--- src/rtl/spi_pkg.sv ---
`default_nettype none
// ============================================================================
// Module      : spi_pkg
// Description : Shared constants and types for the SPI responder slice.
//               SPI_FRAME_BITS  - default frame length in bits
//               SPI_SYNC_STAGES - default synchronizer depth
//               spi_rsp_state_t - responder FSM state encoding
// Revision    : 1.0 - initial release
// ============================================================================
package spi_pkg;

  localparam int SPI_FRAME_BITS  = 40;
  localparam int SPI_SYNC_STAGES = 2;

  typedef enum logic [1:0] {
    IDLE  = 2'd0,
    SHIFT = 2'd1,
    HOLD  = 2'd2
  } spi_rsp_state_t;

endpackage : spi_pkg
`default_nettype wire

--- src/rtl/spi_sync_edge.sv ---
`default_nettype none
// ============================================================================
// Module      : spi_sync_edge
// Description : Multi-flop synchronizer for one asynchronous input, followed
//               by a registered edge detector.
//   clk   in   system clock
//   rst_n in   asynchronous active-low reset
//   din   in   asynchronous input pin
//   level out  synchronized level (STAGES clk after the pin)
//   rise  out  one-cycle strobe, STAGES+1 clk after a pin rising edge
//   fall  out  one-cycle strobe, STAGES+1 clk after a pin falling edge
// Revision    : 1.0 - initial release
// ============================================================================
module spi_sync_edge #(
  parameter int   STAGES    = 2,
  parameter logic RESET_VAL = 1'b0
) (
  input  logic clk,
  input  logic rst_n,
  input  logic din,
  output logic level,
  output logic rise,
  output logic fall
);

  logic [STAGES-1:0] r_sync;
  logic              r_prev;
  logic              r_rise;
  logic              r_fall;
  logic              w_level;

  assign w_level = r_sync[STAGES-1];

  always_ff @(posedge clk or negedge rst_n) begin
    if (!rst_n) begin
      r_sync <= {STAGES{RESET_VAL}};
      r_prev <= RESET_VAL;
      r_rise <= 1'b0;
      r_fall <= 1'b0;
    end else begin
      r_sync <= {r_sync[STAGES-2:0], din};
      r_prev <= w_level;
      r_rise <= w_level & ~r_prev;
      r_fall <= ~w_level & r_prev;
    end
  end

  assign level = w_level;
  assign rise  = r_rise;
  assign fall  = r_fall;

endmodule : spi_sync_edge
`default_nettype wire

--- src/rtl/spi_responder.sv ---
`default_nettype none
// ============================================================================
// Module      : spi_responder
// Description : SPI mode-0 slave emulating the joystick end of the bus.
//               Shifts in one WIDTH-bit frame MSB-first on mosi and shifts
//               out the reply word captured from tx_bytes at frame start.
//   clk       in   50 MHz system clock
//   rst_n     in   asynchronous active-low reset
//   tx_bytes  in   reply word, captured at frame start
//   rx_bytes  out  last complete received frame
//   rx_valid  out  one-cycle pulse when rx_bytes updates
//   frame_err out  one-cycle pulse when cs is released early
//   overrun   out  sticky: extra sck rising edges after a full frame
//   busy      out  frame in progress
//   cs        in   active-low chip select
//   sck       in   SPI clock
//   mosi      in   master-out data
//   miso      out  slave-out data
//   miso_oe   out  miso pad enable (synchronized ~cs)
// Revision    : 1.0 - initial release
// ============================================================================
module spi_responder
  import spi_pkg::*;
#(
  parameter int WIDTH       = SPI_FRAME_BITS,
  parameter int SYNC_STAGES = SPI_SYNC_STAGES
) (
  input  logic             clk,
  input  logic             rst_n,
  input  logic [WIDTH-1:0] tx_bytes,
  output logic [WIDTH-1:0] rx_bytes,
  output logic             rx_valid,
  output logic             frame_err,
  output logic             overrun,
  output logic             busy,
  input  logic             cs,
  input  logic             sck,
  input  logic             mosi,
  output logic             miso,
  output logic             miso_oe
);

  localparam int                CNT_W      = $clog2(WIDTH + 1);
  localparam logic [CNT_W-1:0]  C_LAST_BIT = CNT_W'(WIDTH - 1);
  localparam int                SETTLE_LEN = SYNC_STAGES + 2;

  // --------------------------------------------------------------------------
  // Input synchronizers
  // --------------------------------------------------------------------------
  logic w_cs_level, w_cs_rise, w_cs_fall;
  logic w_sck_level_unused, w_sck_rise, w_sck_fall;
  logic w_mosi, w_mosi_rise_unused, w_mosi_fall_unused;

  spi_sync_edge #(.STAGES(SYNC_STAGES), .RESET_VAL(1'b1)) u_sync_cs (
    .clk   (clk),
    .rst_n (rst_n),
    .din   (cs),
    .level (w_cs_level),
    .rise  (w_cs_rise),
    .fall  (w_cs_fall)
  );

  spi_sync_edge #(.STAGES(SYNC_STAGES), .RESET_VAL(1'b0)) u_sync_sck (
    .clk   (clk),
    .rst_n (rst_n),
    .din   (sck),
    .level (w_sck_level_unused),
    .rise  (w_sck_rise),
    .fall  (w_sck_fall)
  );

  spi_sync_edge #(.STAGES(SYNC_STAGES), .RESET_VAL(1'b0)) u_sync_mosi (
    .clk   (clk),
    .rst_n (rst_n),
    .din   (mosi),
    .level (w_mosi),
    .rise  (w_mosi_rise_unused),
    .fall  (w_mosi_fall_unused)
  );

  // --------------------------------------------------------------------------
  // Post-reset arming. The cs synchronizer resets to "high", so a cs pin that
  // is already low at reset release would look like a falling edge. Frames are
  // only accepted once the pipeline holds real samples and cs was seen high.
  // --------------------------------------------------------------------------
  logic [SETTLE_LEN-1:0] r_settle;
  logic                  r_armed;

  always_ff @(posedge clk or negedge rst_n) begin
    if (!rst_n) begin
      r_settle <= '0;
      r_armed  <= 1'b0;
    end else begin
      r_settle <= {r_settle[SETTLE_LEN-2:0], 1'b1};
      r_armed  <= r_armed | (r_settle[SETTLE_LEN-1] & w_cs_level);
    end
  end

  // --------------------------------------------------------------------------
  // FSM and datapath
  // --------------------------------------------------------------------------
  spi_rsp_state_t   r_state,     w_state_nxt;
  logic [CNT_W-1:0] r_bit_cnt,   w_bit_cnt_nxt;
  logic [WIDTH-1:0] r_tx_sr,     w_tx_sr_nxt;
  logic [WIDTH-1:0] r_rx_sr,     w_rx_sr_nxt;
  logic [WIDTH-1:0] r_rx_bytes,  w_rx_bytes_nxt;
  logic             r_rx_valid,  w_rx_valid_nxt;
  logic             r_frame_err, w_frame_err_nxt;
  logic             r_overrun,   w_overrun_nxt;

  always_ff @(posedge clk or negedge rst_n) begin
    if (!rst_n) begin
      r_state     <= IDLE;
      r_bit_cnt   <= '0;
      r_tx_sr     <= '0;
      r_rx_sr     <= '0;
      r_rx_bytes  <= '0;
      r_rx_valid  <= 1'b0;
      r_frame_err <= 1'b0;
      r_overrun   <= 1'b0;
    end else begin
      r_state     <= w_state_nxt;
      r_bit_cnt   <= w_bit_cnt_nxt;
      r_tx_sr     <= w_tx_sr_nxt;
      r_rx_sr     <= w_rx_sr_nxt;
      r_rx_bytes  <= w_rx_bytes_nxt;
      r_rx_valid  <= w_rx_valid_nxt;
      r_frame_err <= w_frame_err_nxt;
      r_overrun   <= w_overrun_nxt;
    end
  end

  always_comb begin
    w_state_nxt     = r_state;
    w_bit_cnt_nxt   = r_bit_cnt;
    w_tx_sr_nxt     = r_tx_sr;
    w_rx_sr_nxt     = r_rx_sr;
    w_rx_bytes_nxt  = r_rx_bytes;
    w_rx_valid_nxt  = 1'b0;
    w_frame_err_nxt = 1'b0;
    w_overrun_nxt   = r_overrun;

    case (r_state)
      IDLE: begin
        // A coincident sck_rise is deliberately dropped: sck is low at cs fall
        if (w_cs_fall && r_armed) begin
          w_tx_sr_nxt   = tx_bytes;
          w_bit_cnt_nxt = '0;
          w_overrun_nxt = 1'b0;
          w_state_nxt   = SHIFT;
        end
      end

      SHIFT: begin
        if (w_cs_rise) begin
          w_frame_err_nxt = 1'b1;
          w_tx_sr_nxt     = '0;
          w_state_nxt     = IDLE;
        end else if (w_sck_rise) begin
          w_rx_sr_nxt   = {r_rx_sr[WIDTH-2:0], w_mosi};
          w_bit_cnt_nxt = r_bit_cnt + 1'b1;
          if (r_bit_cnt == C_LAST_BIT) begin
            w_rx_bytes_nxt = w_rx_sr_nxt;
            w_rx_valid_nxt = 1'b1;
            // Clearing the shifter holds miso at 0 for the rest of the frame
            w_tx_sr_nxt    = '0;
            w_state_nxt    = HOLD;
          end
        end else if (w_sck_fall) begin
          w_tx_sr_nxt = {r_tx_sr[WIDTH-2:0], 1'b0};
        end
      end

      HOLD: begin
        if (w_cs_rise) begin
          w_state_nxt = IDLE;
        end else if (w_sck_rise) begin
          w_overrun_nxt = 1'b1;
        end
      end

      default: begin
        w_state_nxt = IDLE;
      end
    endcase
  end

  assign rx_bytes  = r_rx_bytes;
  assign rx_valid  = r_rx_valid;
  assign frame_err = r_frame_err;
  assign overrun   = r_overrun;
  assign busy      = (r_state != IDLE);
  assign miso      = r_tx_sr[WIDTH-1];
  assign miso_oe   = ~w_cs_level;

endmodule : spi_responder
`default_nettype wire

--- config.mk ---
export PLATFORM = sky130hd
export DESIGN_NAME = spi_responder
export DESIGN_NICKNAME = d
export VERILOG_FILES = /design/src/rtl/spi_pkg.sv /design/src/rtl/spi_sync_edge.sv /design/src/rtl/spi_responder.sv
export SDC_FILE = /design/constraint.sdc
export NUM_CORES = 1
export LEC_CHECK = 0
export CORE_ASPECT_RATIO = 1.25
export CORE_UTILIZATION = 54
export CTS_CLUSTER_SIZE = 12
export DETAILED_ROUTE_END_ITERATION = 6
export PLACE_DENSITY = 0.77
export SYNTH_ARGS = -nofsm -noshare
export SYNTH_HDL_FRONTEND = slang
export SYNTH_SLANG_ARGS = --single-unit
--- constraint.sdc ---
create_clock -name clk -period 2.5 [get_ports clk]
set_input_delay 0.25 -clock clk [delete_from_list [all_inputs] [get_ports clk]]
set_output_delay 0.25 -clock clk [all_outputs]
set_load 0.05 [all_outputs]
# After elaboration in Yosys (flattened, before gate mapping)
# Index checks and enable logic that the tools add are counted.
dict set report op_classes {
  n_addsub 1
  eq_ne 13
  mux 26
  bitwise_logic 11
  reduce_logical 11
}
# cell n
set ops {}
lappend ops {{$mux 40} 5}
lappend ops {{$pmux 40 s2} 1}
lappend ops {{$reduce_and 4->1} 5}
lappend ops {{$mux 6} 3}
lappend ops {{$pmux 6 s2} 1}
lappend ops {{$mux 2} 5}
lappend ops {{$mux 1} 9}
lappend ops {{$add 6x1->6 const B} 1}
lappend ops {{$eq 6x6->1 const B} 1}
lappend ops {{$ne 2x1->1 const B} 3}
lappend ops {{$ne 2x2->1 const B} 3}
lappend ops {{$pmux 2 s3} 1}
lappend ops {{$reduce_bool 2->1} 3}
lappend ops {{$and 1x1->1} 5}
lappend ops {{$not 1->1} 5}
lappend ops {{$ne 4x1->1 const B} 1}
lappend ops {{$ne 4x4->1 const B} 1}
lappend ops {{$ne 3x1->1 const B} 1}
lappend ops {{$ne 3x2->1 const B} 1}
lappend ops {{$reduce_and 3->1} 1}
lappend ops {{$eq 2x1->1 const B} 1}
lappend ops {{$eq 2x2->1 const B} 1}
lappend ops {{$logic_not 2->1} 1}
lappend ops {{$pmux 1 s2} 1}
lappend ops {{2 further kinds} 2}
dict set report totals {
  ff_bits 147
  input_bits 45
  out_inout_bits 46
  word_cells 81
}

# Longest topological paths before layout
dict set report logic_depth {
  word_depth 5
  depth_mapped 7
  mapped_depth_nobuf 5
}

# Modules after synthesis
# From an unflattened synthesis, not the netlist that was laid out.
dict set report unflattened {
  hier_cells 467
  area_unflattened_um2 5913.2
}
# mod n_inst cells_each area_each_um2 seq_area_each_um2
set modules_own_cells {}
lappend modules_own_cells {spi_responder 1 446 5489.0 3378.2}
lappend modules_own_cells {{spi_sync_edge at u_sync_mosi ...} 2 7 140.1 125.1}
lappend modules_own_cells {{spi_sync_edge at u_sync_cs} 1 7 143.9 128.9}

# Worst setup path after synthesis
# No wires, ideal clock.
dict set report synth_path {
  path_type {reg2reg}
  from {register r_bit_cnt[0]}
  to {register r_tx_sr[10]}
  setup_ns 0.125
  t_arrival_ns 1.810
  required_ns 2.375
  slack_ns 0.565
  path_stages_with_launch 7
  n_path_buf 1
  period_less_slack_ns 1.935
  path_cell_list {dfrtp_1 -> ha_1 -> nor4bb_4 -> and2_1 -> o41ai_4 -> buf_6 -> mux2_4}
}
dict set report synth_between {
  elab_chain_cells 3
}
# element line
set synth_lines {}
lappend synth_lines {{from (decl)} spi_responder.sv:103} ;# logic [CNT_W-1:0] r_bit_cnt, w_bit_cnt_nxt;
lappend synth_lines {{from (signal assigned)} spi_responder.sv:123} ;# r_bit_cnt <= w_bit_cnt_nxt;
lappend synth_lines {{$eq 6x6->1} spi_responder.sv:162} ;# if (r_bit_cnt == C_LAST_BIT) begin
lappend synth_lines {{$ne 4x4->1 (no line)} -}
lappend synth_lines {{$reduce_and 4->1 (no line)} -}
lappend synth_lines {{to (signal assigned)} spi_responder.sv:124} ;# r_tx_sr <= w_tx_sr_nxt;
lappend synth_lines {{to (decl)} spi_responder.sv:104} ;# logic [WIDTH-1:0] r_tx_sr, w_tx_sr_nxt;
# Every way passes these cells.
# A chain may end at the register's enable or synchronous reset.

# Final worst setup path
dict set report layout_path {
  from {register r_state[1]}
  to {output port busy}
}
dict set report layout_between {
  elab_chain_cells 1
}
# element line
set layout_lines {}
lappend layout_lines {{from (decl)} spi_responder.sv:102} ;# spi_rsp_state_t r_state, w_state_nxt;
lappend layout_lines {{from (signal assigned)} spi_responder.sv:122} ;# r_state <= w_state_nxt;
lappend layout_lines {{$reduce_bool 2->1} spi_responder.sv:192} ;# assign busy = (r_state != IDLE);
lappend layout_lines {{to (decl)} spi_responder.sv:35} ;# output logic busy,
# Every way passes these cells.

==> out/qor.yml <==
cells_and_area:
  seq_area_um2: 3680
  multi_input_area_um2: 2150
  fin_area_um2: 7610
  nets: 521
  syn_to_final_growth_pct: 27.3
  final_common_cell: "dfrtp_1"
  final_util_pct: 71.4
  antenna-diode-count: 0
  nFillCells: 690
  drive_above_1_share_pct: 33.6
  mostFrequentLayoutCells: "dfrtp_1, clkdlybuf4s50_1, mux2_2, a22o_1, mux2_4"
cts:
  hold_buffers: 1
  clk_pin_slew_ps: 60
  post_cts_resized: 0
  clk_latency_ps: 410
  numClockSinks: 147
  cts_made_buffers: 17
  htreeDepth: 4
  cts_tree: "built"
  cts-root-buf: "clkbuf_16"
  cts_setup_buffers: 0
  clockBufferDepth: 2
timing:
  relSlewSlack_pct: 62.3
  tightest_slew_ps: 565
  setup_viol: 0
  post-route-min-period_ps: 2180
  holdWs_ps: 260
  period_share_pct: 87.0
  hold_violations: 0
  slew_violations: 0
  rsz0062_at_grt: "false"
  clock.fmax_ghz: 0.460
  fin_worst_skew_ps: 10.1
  tns_ps: 0
global_route:
  grt_pass1_vias: 3626
  grtUsageTotal_pct: 19.9
  grt-ovfl-total: 0
  grt_use_met1_pct: 25.5
  antenna_found_initial: 0
  grt_max_degree: 57
  grt_pass1_wl_um: 17400
  grt_util_met3_pct: 6.65
  top_usage_layer: "met2"
  met2_usage_pct: 31.1
detailed_routing:
  drc: 0
  drt_pass1_iterations: 4
  wire_per_inst_um: 16.8
  ant_nets: 0
  dr_total_vias: 3374
  wl_um: 10400
  drt_iter0_markers: 96
  viasPerCell: 5.44
synth:
  synth_seq_cells: 147
  synthCells: 379
  syn_avg_cell_area_um2: 15.8
  synthesis.area_um2: 5980
  ys_types: 34
  ys_seq_area_share_pct: 61.6
  synth_nets: 425
  ys_warn_count: 0
status:
  status: "complete, no violations"
setup_path:
  crit_fanout: 6
  worst_path_max_delay_cell: "clkdlybuf4s50_1"
  critical_path_class: "flip-flop to output pin"
  cp_cell_sequence: "or2_2, clkdlybuf4s50_1"
  worst_setup_path_start_kind: "flip-flop"
  critical-path-top-delay-family: "buffers and inverters"
  worst-path-buf-inv: 1
  required_ps: 2250
  end_kind: "output pin"
  worstPathArrival_ps: 1930
  crit_path_max_incr_delay_ps: 720
floorplan:
  dieArea_um2: 11500
  die_y_um: 120
  core-area_um2: 10700
  die_w_um: 96.1
  start_util_pct: 56.1
  rows: 42
  io_pins: 91
place:
  port_buffers: 90
  post-dp-hpwl_um: 6470
  postPlaceCellArea_um2: 7020
  gp_congestion: 0.745
pwr:
  report.power.total_uw: 6560
  p_per_area_nw_per_um2: 861
  vdd_drop_max_uv: 458
  p_leak_uw: 0.00360
worst_hold_path:
  hold_class: "primary input to flip-flop"
flow_run:
  cap_violations: 0
==> routing by layer <==
metal | share of wire, % | vias to the layer above | routed length [um]
li1 | - | 1556 | -
met1 | 44 | 1728 | 4560
met4 | 1.3 | 0 | 134
met2 | 49 | 79 | 5060
met5 | 0 | - | 0
met3 | 6.1 | 11 | 639
==> sequential cells by signal (all words and copies together), names as in the netlist, 2 cells and up <==
register            cells
r_state                 2
r_bit_cnt               6
u_sync_cs.r_sync        2
u_sync_mosi.r_sync      2
r_rx_sr                39
rx_bytes               40
r_tx_sr                40
u_sync_sck.r_sync       2
r_settle                4
==> final timing paths <==
path | endpoint | cells after the start | slack [ps] | from
worst max register to register | r_tx_sr[26] | 6 | 420 | r_bit_cnt[0]
worst max-delay path | busy | 2 | 320 | r_state[1]
worst min register to register | r_settle[3] | 0 | 350 | r_settle[2]
worst min-delay path | u_sync_cs.r_sync[0] | 1 | 260 | cs
max in group asynchronous | u_sync_cs.r_sync[0] | 3 | 1470 | rst_n
min in group asynchronous | r_tx_sr[24] | 2 | 290 | rst_n
==> cells in the mapped netlist (all sizes together) <==
library cell	instances	area [um2]
nand4	2	12.5
or3b	1	8.76
a21o	1	7.51
nor2b	3	18.8
or2	1	6.26
clkbuf	6	22.5
nand2b	2	12.5
conb	1	3.75
and3	2	12.5
nand3	1	5.00
inv	4	15.0
mux2	119	1450
and2	1	6.26
a21oi	3	15.0
xor2	4	35.0
nor2	10	37.5
a31oi	1	6.26
buf	18	136
o41ai	1	27.5
a22o	40	350
nor3	2	20.0
ha	1	12.5
nor4b	1	8.76
nand2	3	11.3
o32ai	1	8.76
dfstp	3	78.8
a21bo	1	10.0
nor4bb	2	35.0
dfrtp	144	3600
==> worst reg2reg max path, delay by kind of cell (launching register included) <==
family,cells,cell delay [ps]
DFF,1,390
adders and majority gates,1,240
AOI/OAI and AO/OA,1,270
muxes,1,370
buffers and inverters,1,330
and+or+nand+nor,2,370
==> power by group <==
part / internal [uW] / switching (uW) / total [uW]
clock network: 1470 / 995 / 2470
logic: 684 / 433 / 1120
registers: 2750 / 219 / 2970
total: 4910 / 1650 / 6560
==> kinds of logic after synthesis <==
group                      synth area share [%]
AOI/OAI and AO/OA                          7.11
muxes                                      24.3
buffers and inverters                      2.91
other                                    0.0627
xor gates and xnor gates                  0.586
and+or+nand+nor                            3.26
DFF                                        61.6
adders and majority gates                 0.209
==> through the flow <==
| stage | setup WS [ps] | cells |
|---|---|---|
| 6_report | 325 | 620 |
| 4_1_cts | 308 | 620 |
| 2_1_floorplan | 565 | 379 |
| 3_3_place_gp | 480 | 587 |
| 5_1_grt | 271 | 620 |
| 3_5_place_dp | 415 | 587 |
==> final cells by class <==
class / instances / area share [%]
clock buffer: 17 / 5.59
timing repair buffer: 101 / 13.5
inverter: 4 / 0.197
multi-input combinational: 204 / 28.2
tap: 132 / 2.17
sequential: 147 / 48.4
clock inverter: 15 / 2.02
No activity file was read; power rests on OpenSTA's default activity.
